## config.mk

```make
export PLATFORM = sky130hd
export DESIGN_NAME = tri_mode_ethernet_mac_rx
export DESIGN_NICKNAME = d
export VERILOG_FILES = /design/src/rtl/tri_mode_ethernet_mac_rx.sv
export SDC_FILE = /design/constraint.sdc
export NUM_CORES = 1
export LEC_CHECK = 0
export CORE_MARGIN = 2
export CORE_UTILIZATION = 60
export CTS_CLUSTER_SIZE = 20
export DETAILED_ROUTE_END_ITERATION = 7
export GPL_TIMING_DRIVEN = 0
export MAX_ROUTING_LAYER = met4
export PLACE_DENSITY = 0.8
export SETUP_SLACK_MARGIN = 0.2
export SYNTH_ARGS = -nofsm -noshare
export SYNTH_HDL_FRONTEND = slang
export SYNTH_SLANG_ARGS = --single-unit
```

## constraint.sdc

```tcl
create_clock -name rx_mac_aclk -period 2.55 [get_ports rx_mac_aclk]
set_input_delay 0.3825 -clock rx_mac_aclk [delete_from_list [all_inputs] [get_ports rx_mac_aclk]]
set_output_delay 0.3825 -clock rx_mac_aclk [all_outputs]
set_load 0.03 [all_outputs]
```

## src/rtl/tri_mode_ethernet_mac_rx.sv

```systemverilog
// tri_mode_ethernet_mac_rx
// Ethernet MAC receive path. Strips preamble/SFD from the RGMII byte-strobe
// stream, checks FCS, length and RX_ER, and forwards destination MAC through
// the last data byte (FCS withheld) with a good/bad verdict on the last beat.
//
// Handshake: neither side has tready. tvalid is a one-cycle strobe per byte;
// a byte is transferred on every cycle where tvalid=1, and tlast/tuser are
// only meaningful while tvalid=1. Output strobes follow the input cadence.
//
// Optional feature macro: RX_STATS_EN (adds rx_good_frames/rx_bad_frames).
//
// Ports:
//   rx_mac_aclk, rx_mac_reset        clock, synchronous active-high reset
//   rx_axis_rgmii_t{data,valid,last,user}  byte stream from RGMII (tuser=RX_ER)
//   rx_axis_mac_t{data,valid,last,user}    payload stream (tuser=bad frame)
//   rx_state                         debug view of the receive FSM
//   rx_good_frames, rx_bad_frames    frame statistics (RX_STATS_EN only)
module tri_mode_ethernet_mac_rx #(
  parameter int C_MIN_LEN = 64,
  parameter int C_MAX_LEN = 1518
) (
  input  logic        rx_mac_aclk,
  input  logic        rx_mac_reset,
  input  logic [7:0]  rx_axis_rgmii_tdata,
  input  logic        rx_axis_rgmii_tvalid,
  input  logic        rx_axis_rgmii_tlast,
  input  logic        rx_axis_rgmii_tuser,
  output logic [7:0]  rx_axis_mac_tdata,
  output logic        rx_axis_mac_tvalid,
  output logic        rx_axis_mac_tlast,
  output logic        rx_axis_mac_tuser,
  output logic [1:0]  rx_state
`ifdef RX_STATS_EN
  ,
  output logic [31:0] rx_good_frames,
  output logic [31:0] rx_bad_frames
`endif
);

  typedef enum logic [1:0] {
    S_IDLE     = 2'd0,
    S_PREAMBLE = 2'd1,
    S_DATA     = 2'd2,
    S_DROP     = 2'd3
  } state_t;

  localparam logic [11:0] MIN_LEN     = 12'(C_MIN_LEN);
  localparam logic [11:0] MAX_LEN     = 12'(C_MAX_LEN);
  localparam logic [31:0] CRC_RESIDUE = 32'hC704DD7B;

  state_t      state_q, state_d;
  logic [31:0] crc_q;
  logic [31:0] sr_q;      // byte [31:24] is the oldest withheld byte
  logic [2:0]  fill_q;    // number of valid bytes in sr_q (0..4)
  logic [11:0] len_q;
  logic        er_q;

  // Non-reflected CRC-32 register fed LSB-first, so a frame with a correct
  // FCS leaves the fixed residue 0xC704DD7B in the register.
  function automatic logic [31:0] crc_step(input logic [31:0] c, input logic [7:0] d);
    logic [31:0] r;
    logic        fb;
    r = c;
    for (int i = 0; i < 8; i++) begin
      fb = r[31] ^ d[i];
      r  = {r[30:0], 1'b0};
      if (fb) r = r ^ 32'h04C11DB7;
    end
    return r;
  endfunction

  logic        strobe;
  logic        sfd_accept;
  logic        data_byte;
  logic [31:0] crc_next;
  logic [11:0] len_next;
  logic        er_next;
  logic        bad_frame;

  assign strobe     = rx_axis_rgmii_tvalid;
  assign sfd_accept = strobe && (state_q == S_PREAMBLE) &&
                      (rx_axis_rgmii_tdata == 8'hD5) && !rx_axis_rgmii_tlast;
  assign data_byte  = strobe && (state_q == S_DATA);
  assign crc_next   = crc_step(crc_q, rx_axis_rgmii_tdata);
  assign len_next   = (len_q == 12'hFFF) ? len_q : len_q + 12'd1;
  assign er_next    = er_q | rx_axis_rgmii_tuser;
  assign bad_frame  = (crc_next != CRC_RESIDUE) || (len_next < MIN_LEN) ||
                      (len_next > MAX_LEN) || er_next;
  assign rx_state   = state_q;

  always_comb begin
    state_d = state_q;
    if (strobe) begin
      unique case (state_q)
        S_IDLE: begin
          if (rx_axis_rgmii_tlast)              state_d = S_IDLE;
          else if (rx_axis_rgmii_tdata == 8'h55) state_d = S_PREAMBLE;
          else                                   state_d = S_DROP;
        end
        S_PREAMBLE: begin
          if (rx_axis_rgmii_tlast)              state_d = S_IDLE;
          else if (rx_axis_rgmii_tdata == 8'h55) state_d = S_PREAMBLE;
          else if (rx_axis_rgmii_tdata == 8'hD5) state_d = S_DATA;
          else                                   state_d = S_DROP;
        end
        S_DATA: if (rx_axis_rgmii_tlast) state_d = S_IDLE;
        S_DROP: if (rx_axis_rgmii_tlast) state_d = S_IDLE;
        default: state_d = S_IDLE;
      endcase
    end
  end

  always_ff @(posedge rx_mac_aclk) begin
    if (rx_mac_reset) begin
      state_q            <= S_IDLE;
      crc_q              <= 32'hFFFFFFFF;
      sr_q               <= 32'd0;
      fill_q             <= 3'd0;
      len_q              <= 12'd0;
      er_q               <= 1'b0;
      rx_axis_mac_tdata  <= 8'd0;
      rx_axis_mac_tvalid <= 1'b0;
      rx_axis_mac_tlast  <= 1'b0;
      rx_axis_mac_tuser  <= 1'b0;
    end else begin
      state_q            <= state_d;
      rx_axis_mac_tvalid <= 1'b0;
      rx_axis_mac_tlast  <= 1'b0;
      rx_axis_mac_tuser  <= 1'b0;
      if (sfd_accept) begin
        // RX_ER on the SFD byte itself already counts against the frame.
        crc_q  <= 32'hFFFFFFFF;
        fill_q <= 3'd0;
        len_q  <= 12'd0;
        er_q   <= rx_axis_rgmii_tuser;
      end else if (data_byte) begin
        crc_q <= crc_next;
        sr_q  <= {sr_q[23:0], rx_axis_rgmii_tdata};
        len_q <= len_next;
        er_q  <= er_next;
        if (fill_q == 3'd4) begin
          rx_axis_mac_tvalid <= 1'b1;
          rx_axis_mac_tdata  <= sr_q[31:24];
          rx_axis_mac_tlast  <= rx_axis_rgmii_tlast;
          rx_axis_mac_tuser  <= rx_axis_rgmii_tlast & bad_frame;
        end else begin
          fill_q <= fill_q + 3'd1;
        end
        if (rx_axis_rgmii_tlast) fill_q <= 3'd0;
      end
    end
  end

`ifdef RX_STATS_EN
  // A 1-to-4 byte frame emits no beat; its bad count lands on the same
  // one-cycle-later schedule as a flagged tlast beat.
  logic short_bad_q;

  always_ff @(posedge rx_mac_aclk) begin
    if (rx_mac_reset) begin
      short_bad_q    <= 1'b0;
      rx_good_frames <= 32'd0;
      rx_bad_frames  <= 32'd0;
    end else begin
      short_bad_q <= data_byte && rx_axis_rgmii_tlast && (fill_q != 3'd4);
      if (rx_axis_mac_tvalid && rx_axis_mac_tlast && !rx_axis_mac_tuser)
        rx_good_frames <= rx_good_frames + 32'd1;
      if ((rx_axis_mac_tvalid && rx_axis_mac_tlast && rx_axis_mac_tuser) || short_bad_q)
        rx_bad_frames <= rx_bad_frames + 32'd1;
    end
  end
`endif

endmodule
```

==> impl_metrics.json, run 1 <==
{
  "status": "finished, final reports clean",
  "ys_seq_area_share_pct": 39.2,
  "place_area_um2": 5120,
  "yosysMostFrequentCell": "nand2_1",
  "ant_nets": 0,
  "finalCriticalPeriod_ns": 2.36,
  "synth_fa_ha_area_share_pct": 1.26,
  "fin_crit_sh_pct": 92.6,
  "drt_first_pass_iters": 5,
  "path_max_fanout": 6,
  "cts.path.max_buffers": 2,
  "yosysWarningCount": 0,
  "die_w_um": 93.0,
  "drive_above_1_share_pct": 15.6,
  "synth-xor-area-share_pct": 20.5,
  "slew_viol_final": 0,
  "n_fill_cell": 518,
  "slew_headroom_pct": 60.8,
  "fin_ws_ns": 0.188,
  "p_leak_nw": 2.30,
  "ioPinCount": 26,
  "drt_iter0_markers": 385,
  "fp.dieH_um": 93.0,
  "hold_buffers": 0,
  "fin_nets": 622,
  "synth_seq_cells": 93,
  "clock_sinks": 93,
  "gr-total-overflow": 0,
  "antenna_found_initial": 0,
  "synthArstFlopShare_pct": 0,
  "rows": 32,
  "finalSetupViolCount": 0,
  "whs_ns": 0.365,
  "dp_hpwl_mm": 8.14,
  "grt_pass1_wl_mm": 21.3,
  "rsz0062_at_grt": "true",
  "cp_data_required_time_ns": 2.81,
  "critPathArrivalTime_ns": 2.63,
  "core-area_um2": 7690,
  "synth-main-ff-cell": "dfxtp_1",
  "path_clk_slew_ns": 0.10,
  "worstSetupStartpointType": "primary input",
  "synth_nets": 559,
  "ys_top_cells_by_area": "dfxtp_1 (39%), nand2_1 (10%), xnor2_1 (6.6%), a21oi_1 (5.3%), xnor3_1 (3.8%)",
  "vias": 4248,
  "routed_via_density": 5.97,
  "root_buffer": "clkbuf_8",
  "yosysTopAreaCellShare_pct": 39.2,
  "cts_tree": "done",
  "clk_latency_ns": 0.37,
  "worst_slew_pin_slew_ns": 0.587,
  "yosysTopAreaCell": "dfxtp_1",
  "end_kind": "flip-flop",
  "max_freq_ghz": 0.423,
  "max_cap_violations": 0,
  "wl_per_cell_um": 18.8,
  "start_util_pct": 61.8,
  "numPortBuffers": 24,
  "hold_viol_final": 0,
  "htreeDepth": 3,
  "synth_edf_count": 0,
  "stdcell_count": 712,
  "synth_compound_area_share_pct": 13.6,
  "min_path_type": "in2reg",
  "grtUsageTotal_pct": 32.8,
  "postLayoutCellArea_um2": 5820,
  "grt_max_degree": 19,
  "drc_errors": 0,
  "n_antenna_cell": 0,
  "placedCellCount": 668,
  "preCtsSetupSlack_ns": -1.07,
  "grt_pass1_vias": 4130,
  "yosys-mux-area-fraction_pct": 1.71,
  "die_area_um2": 8650,
  "synth_common_cells": "nand2_1 (130), dfxtp_1 (93), a21oi_1 (50), xnor2_1 (36)",
  "place_congestion": 0.938,
  "area_delta_synth_final_pct": 22.3,
  "synth.distinct_cells": 56,
  "finClkSkew_ns": 0.0145,
  "p_per_area_nw_per_um2": 639,
  "synth_top_family_by_area": "simple AND/OR/NAND/NOR gates",
  "irDropWorstVdd_mv": 0.397,
  "syn-instance-count": 542,
  "synth.cell_area_um2": 4750,
  "synth.avg_cell_area_um2": 8.77,
  "routed_wl_mm": 13.4,
  "synth-simple-area-share_pct": 20.7,
  "fin_util_pct": 75.7,
  "numCtsBuffers": 9,
  "critical_path_class": "in2reg"
}
==> cell type report <==
type                       instances  area (um^2)  area share (%)
clock inverter                     7         90.1            1.55
multi-input combinational        411         2960            50.8
sequential                        93         1870            32.1
tap                              102          128            2.19
buffer                            30          128            2.19
inverter                           7         26.3           0.452
timing repair buffer              53          497            8.54
clock buffer                       9          124            2.13
==> logic make-up after synthesis <==
group           after synthesis
compound gates              103
xor+xnor                     75
fa+ha+maj                     5
buf+inv                      38
flops                        93
mux                           8
simple gates                220
==> state kept, by name, indices dropped and copies added (netlist names) <==
register and flops:
crc_q 32, rx_axis_mac_tuser 1, rx_axis_mac_tdata 8, rx_axis_mac_tvalid 1, len_q 12, rx_state 2
fill_q 3, sr_q 32, er_q 1, rx_axis_mac_tlast 1
==> placed cells by master (no fill, tap or decap), drive strengths merged, types with 6 or more instances in the layout <==
cell           instances
inv                   11
clkbuf                37
nand3                 13
mux2i                  7
nor2                  29
xnor2                 43
xor2                  21
nand2                130
buf                   32
a21oi                 50
xnor3                  9
o211ai                23
clkdlybuf4s50         16
nand2b                 7
dfxtp                 93
nor3                   6
o21ai                  7
==> where the power goes <==
group          switching [mW]  internal [mW]
Sequential             0.0434           1.49
Clock                   0.592          0.478
Combinational           0.594          0.515
Total                    1.23           2.49
==> final timing paths <==
| kind | from | to | slack (ns) | depth (start not counted) |
|---|---|---|---|---|
| min reg2reg | rx_axis_mac_tdata[3] | rx_axis_mac_tdata[3] | 0.46 | 2 |
| min | rx_axis_rgmii_tdata[6] | sr_q[6] | 0.37 | 3 |
| max reg2reg | crc_q[25] | rx_axis_mac_tuser | 0.20 | 9 |
| max | rx_axis_rgmii_tdata[0] | rx_axis_mac_tuser | 0.19 | 9 |
==> layer usage <==
layer | up-vias | part of all wire [%] | wire, um | global-route usage (%)
met4 | 0 | 5.1 | 678 | 15.0
met2 | 208 | 48 | 6450 | 53.4
met1 | 2011 | 40 | 5390 | 39.8
li1 | 1972 | - | - | -
met5 | - | 0 | 0 | -
met3 | 57 | 6.4 | 861 | 6.29
==> critical path, stage by stage <==
cell and delay, ns:
dlygate4sd2_1 0.32, xnor2_4 0.26, buf_4 0.24, xnor3_2 0.41
nor3_4 0.20, a22oi_1 0.10, a2111o_1 0.48, a211oi_2 0.16
a21boi_1 0.09
==> per-stage QoR <==
step	power, mW	setup TNS (ns)
floorplan	2.21	0
global placement	2.38	-17.48
detailed placement	2.40	-19.34
CTS	3.56	0
global route	3.84	0
finish	3.72	0
==> what timing repair did <==
item                       CTS  global route
gates resized for setup     26            31
hold endpoints to repair     0             0
setup endpoints to repair   47            48
setup buffers               17            12
gates cloned                 0             0
pin swaps                    8             6
(Power assumes the default switching activity.)
==> run 2: changes to the inputs <==
- CORE_UTILIZATION: 60 -> 54
- PLACE_DENSITY: 0.8 -> 0.76
- clock period: 2.55 -> 2.16 ns (I/O delays scaled with it)
==> impl_metrics.json, run 2 (synthesized netlist as in run 1, its figures left out) <==
{
  "start_util_pct": 55.0,
  "violations": "negative setup slack",
  "finalSetupViolCount": 1,
  "die_w_um": 97.8,
  "p_per_area_nw_per_um2": 730,
  "critPathBufInv": 1,
  "path_cells": "xor2_4, buf_4, xnor2_1, xnor2_1, xor2_1, a2111o_1, a211oi_2, a21boi_1",
  "fin_crit_sh_pct": 110,
  "numCtsBuffers": 9,
  "drt_first_pass_iters": 4,
  "antenna_found_initial": 0,
  "max_cap_violations": 0,
  "rsz0062_at_grt": "true",
  "fp.dieH_um": 97.8,
  "r2r_start": "crc_q[24]",
  "worstHoldStart": "rx_axis_rgmii_tvalid",
  "fin_nets": 629,
  "path_clk_slew_ns": 0.10,
  "multi_input_area_um2": 2980,
  "worstSetupStartpointType": "flip-flop",
  "routed_via_density": 5.79,
  "cp_data_required_time_ns": 2.42,
  "core-area_um2": 8640,
  "cts_tree": "done",
  "clock_sinks": 93,
  "htreeDepth": 3,
  "crit_top_cell": "xnor2_1",
  "place_area_um2": 5180,
  "tns_ns": -0.208,
  "whs_ns": 0.285,
  "root_buffer": "clkbuf_8",
  "die_area_um2": 9570,
  "crit_start": "crc_q[24]",
  "critical_path_class": "reg2reg",
  "vias": 4201,
  "final_cell_mix": "nand2_1 (130), dfxtp_1 (83), a21oi_1 (50)",
  "drive_above_1_share_pct": 19.9,
  "n_antenna_cell": 0,
  "critPathArrivalTime_ns": 2.62,
  "gr-total-overflow": 0,
  "finClkSkew_ns": 0.0113,
  "n_fill_cell": 687,
  "regArea_um2": 1880,
  "end_kind": "flip-flop",
  "drt_iter0_markers": 266,
  "max_freq_ghz": 0.422,
  "area_delta_synth_final_pct": 25.1,
  "path_max_fanout": 7,
  "clk_latency_ns": 0.38,
  "slew_headroom_pct": 60.4,
  "place_congestion": 0.876,
  "grt_pass1_vias": 4147,
  "cts.path.max_buffers": 2,
  "hold_viol_final": 0,
  "final_common_cell": "nand2_1",
  "grtUsageTotal_pct": 27.2,
  "path_depth": 8,
  "finalCriticalPeriod_ns": 2.37,
  "biggestRegsByFlops": "crc_q (32), sr_q (32), len_q (12)",
  "slew_viol_final": 0,
  "irDropWorstVdd_mv": 0.445,
  "worst_slew_pin_slew_ns": 0.594,
  "numPortBuffers": 24,
  "rows": 34,
  "critPathSlowestCell": "a2111o_1",
  "ant_nets": 0,
  "grt_pass1_wl_mm": 20.3,
  "p_leak_nw": 2.36,
  "crit_family": "XOR/XNOR gates",
  "postLayoutCellArea_um2": 5950,
  "slowest_delay_ns": 0.47,
  "fin_ws_ns": -0.208,
  "wl_per_cell_um": 17.4,
  "routed_wl_mm": 12.6,
  "status": "finished, violations left",
  "dp_hpwl_mm": 7.99,
  "drc_errors": 0,
  "grt_max_degree": 18,
  "ioPinCount": 26,
  "reg2regPathDepth": 8,
  "min_path_type": "in2reg",
  "holdPathStages": 3
}
==> run 2: worst min-delay path, delay by kind of cell <==
kind	cells	cell delay [ns]
buf+inv	1	0.15
compound gates	1	0.08
simple gates	1	0.07
==> run 2: area by class of cell <==
class | count | share of cell area [%]
buffer | 30 | 2.63
clock buffer | 10 | 2.31
clock inverter | 6 | 0.905
inverter | 7 | 0.442
multi-input combinational | 411 | 50.1
sequential | 93 | 31.7
tap | 108 | 2.27
timing repair buffer | 60 | 9.68
==> run 2: where the power goes <==
| part | switching (mW) | internal, mW |
|---|---|---|
| sequential | 0.0513 | 1.76 |
| clock | 0.681 | 0.471 |
| combinational | 0.710 | 0.669 |
==> run 2: per-stage QoR <==
stage	utilization [%]	worst slack (ns)	cells	power, mW
2_1_floorplan	-	0.0660	542	2.63
3_3_place_gp	60.0	-1.11	674	2.83
3_5_place_dp	60.0	-1.24	674	2.85
4_1_cts	67.3	-0.132	721	4.21
5_1_grt	68.9	-0.262	725	4.52
6_report	68.9	-0.208	725	4.34
==> run 2: path summary, 6_finish.rpt <==
check | endpoint | slack [ns]
min | rx_state[1] | 0.28
min reg2reg | sr_q[18] | 0.45
max | rx_axis_mac_tuser | -0.21
max reg2reg | rx_axis_mac_tuser | -0.21
==> run 2: metal layers <==
metal | part of all wire (%) | vias to the layer above | GRT usage [%] | wire, um
met5 | 0 | - | - | 0
met3 | 5.3 | 30 | 5.23 | 672
met1 | 43 | 2040 | 33.6 | 5370
li1 | - | 1988 | - | -
met2 | 50 | 143 | 44.5 | 6300
met4 | 2.2 | 0 | 9.72 | 276
==> run 2: what timing repair did <==
action / 4_1_cts / 5_1_grt
hold buffers: 0 / 0
resized for setup: 53 / 36
pin swaps: 21 / 15
endpoints found under the setup margin: 59 / 64
buffers inserted: 32 / 4
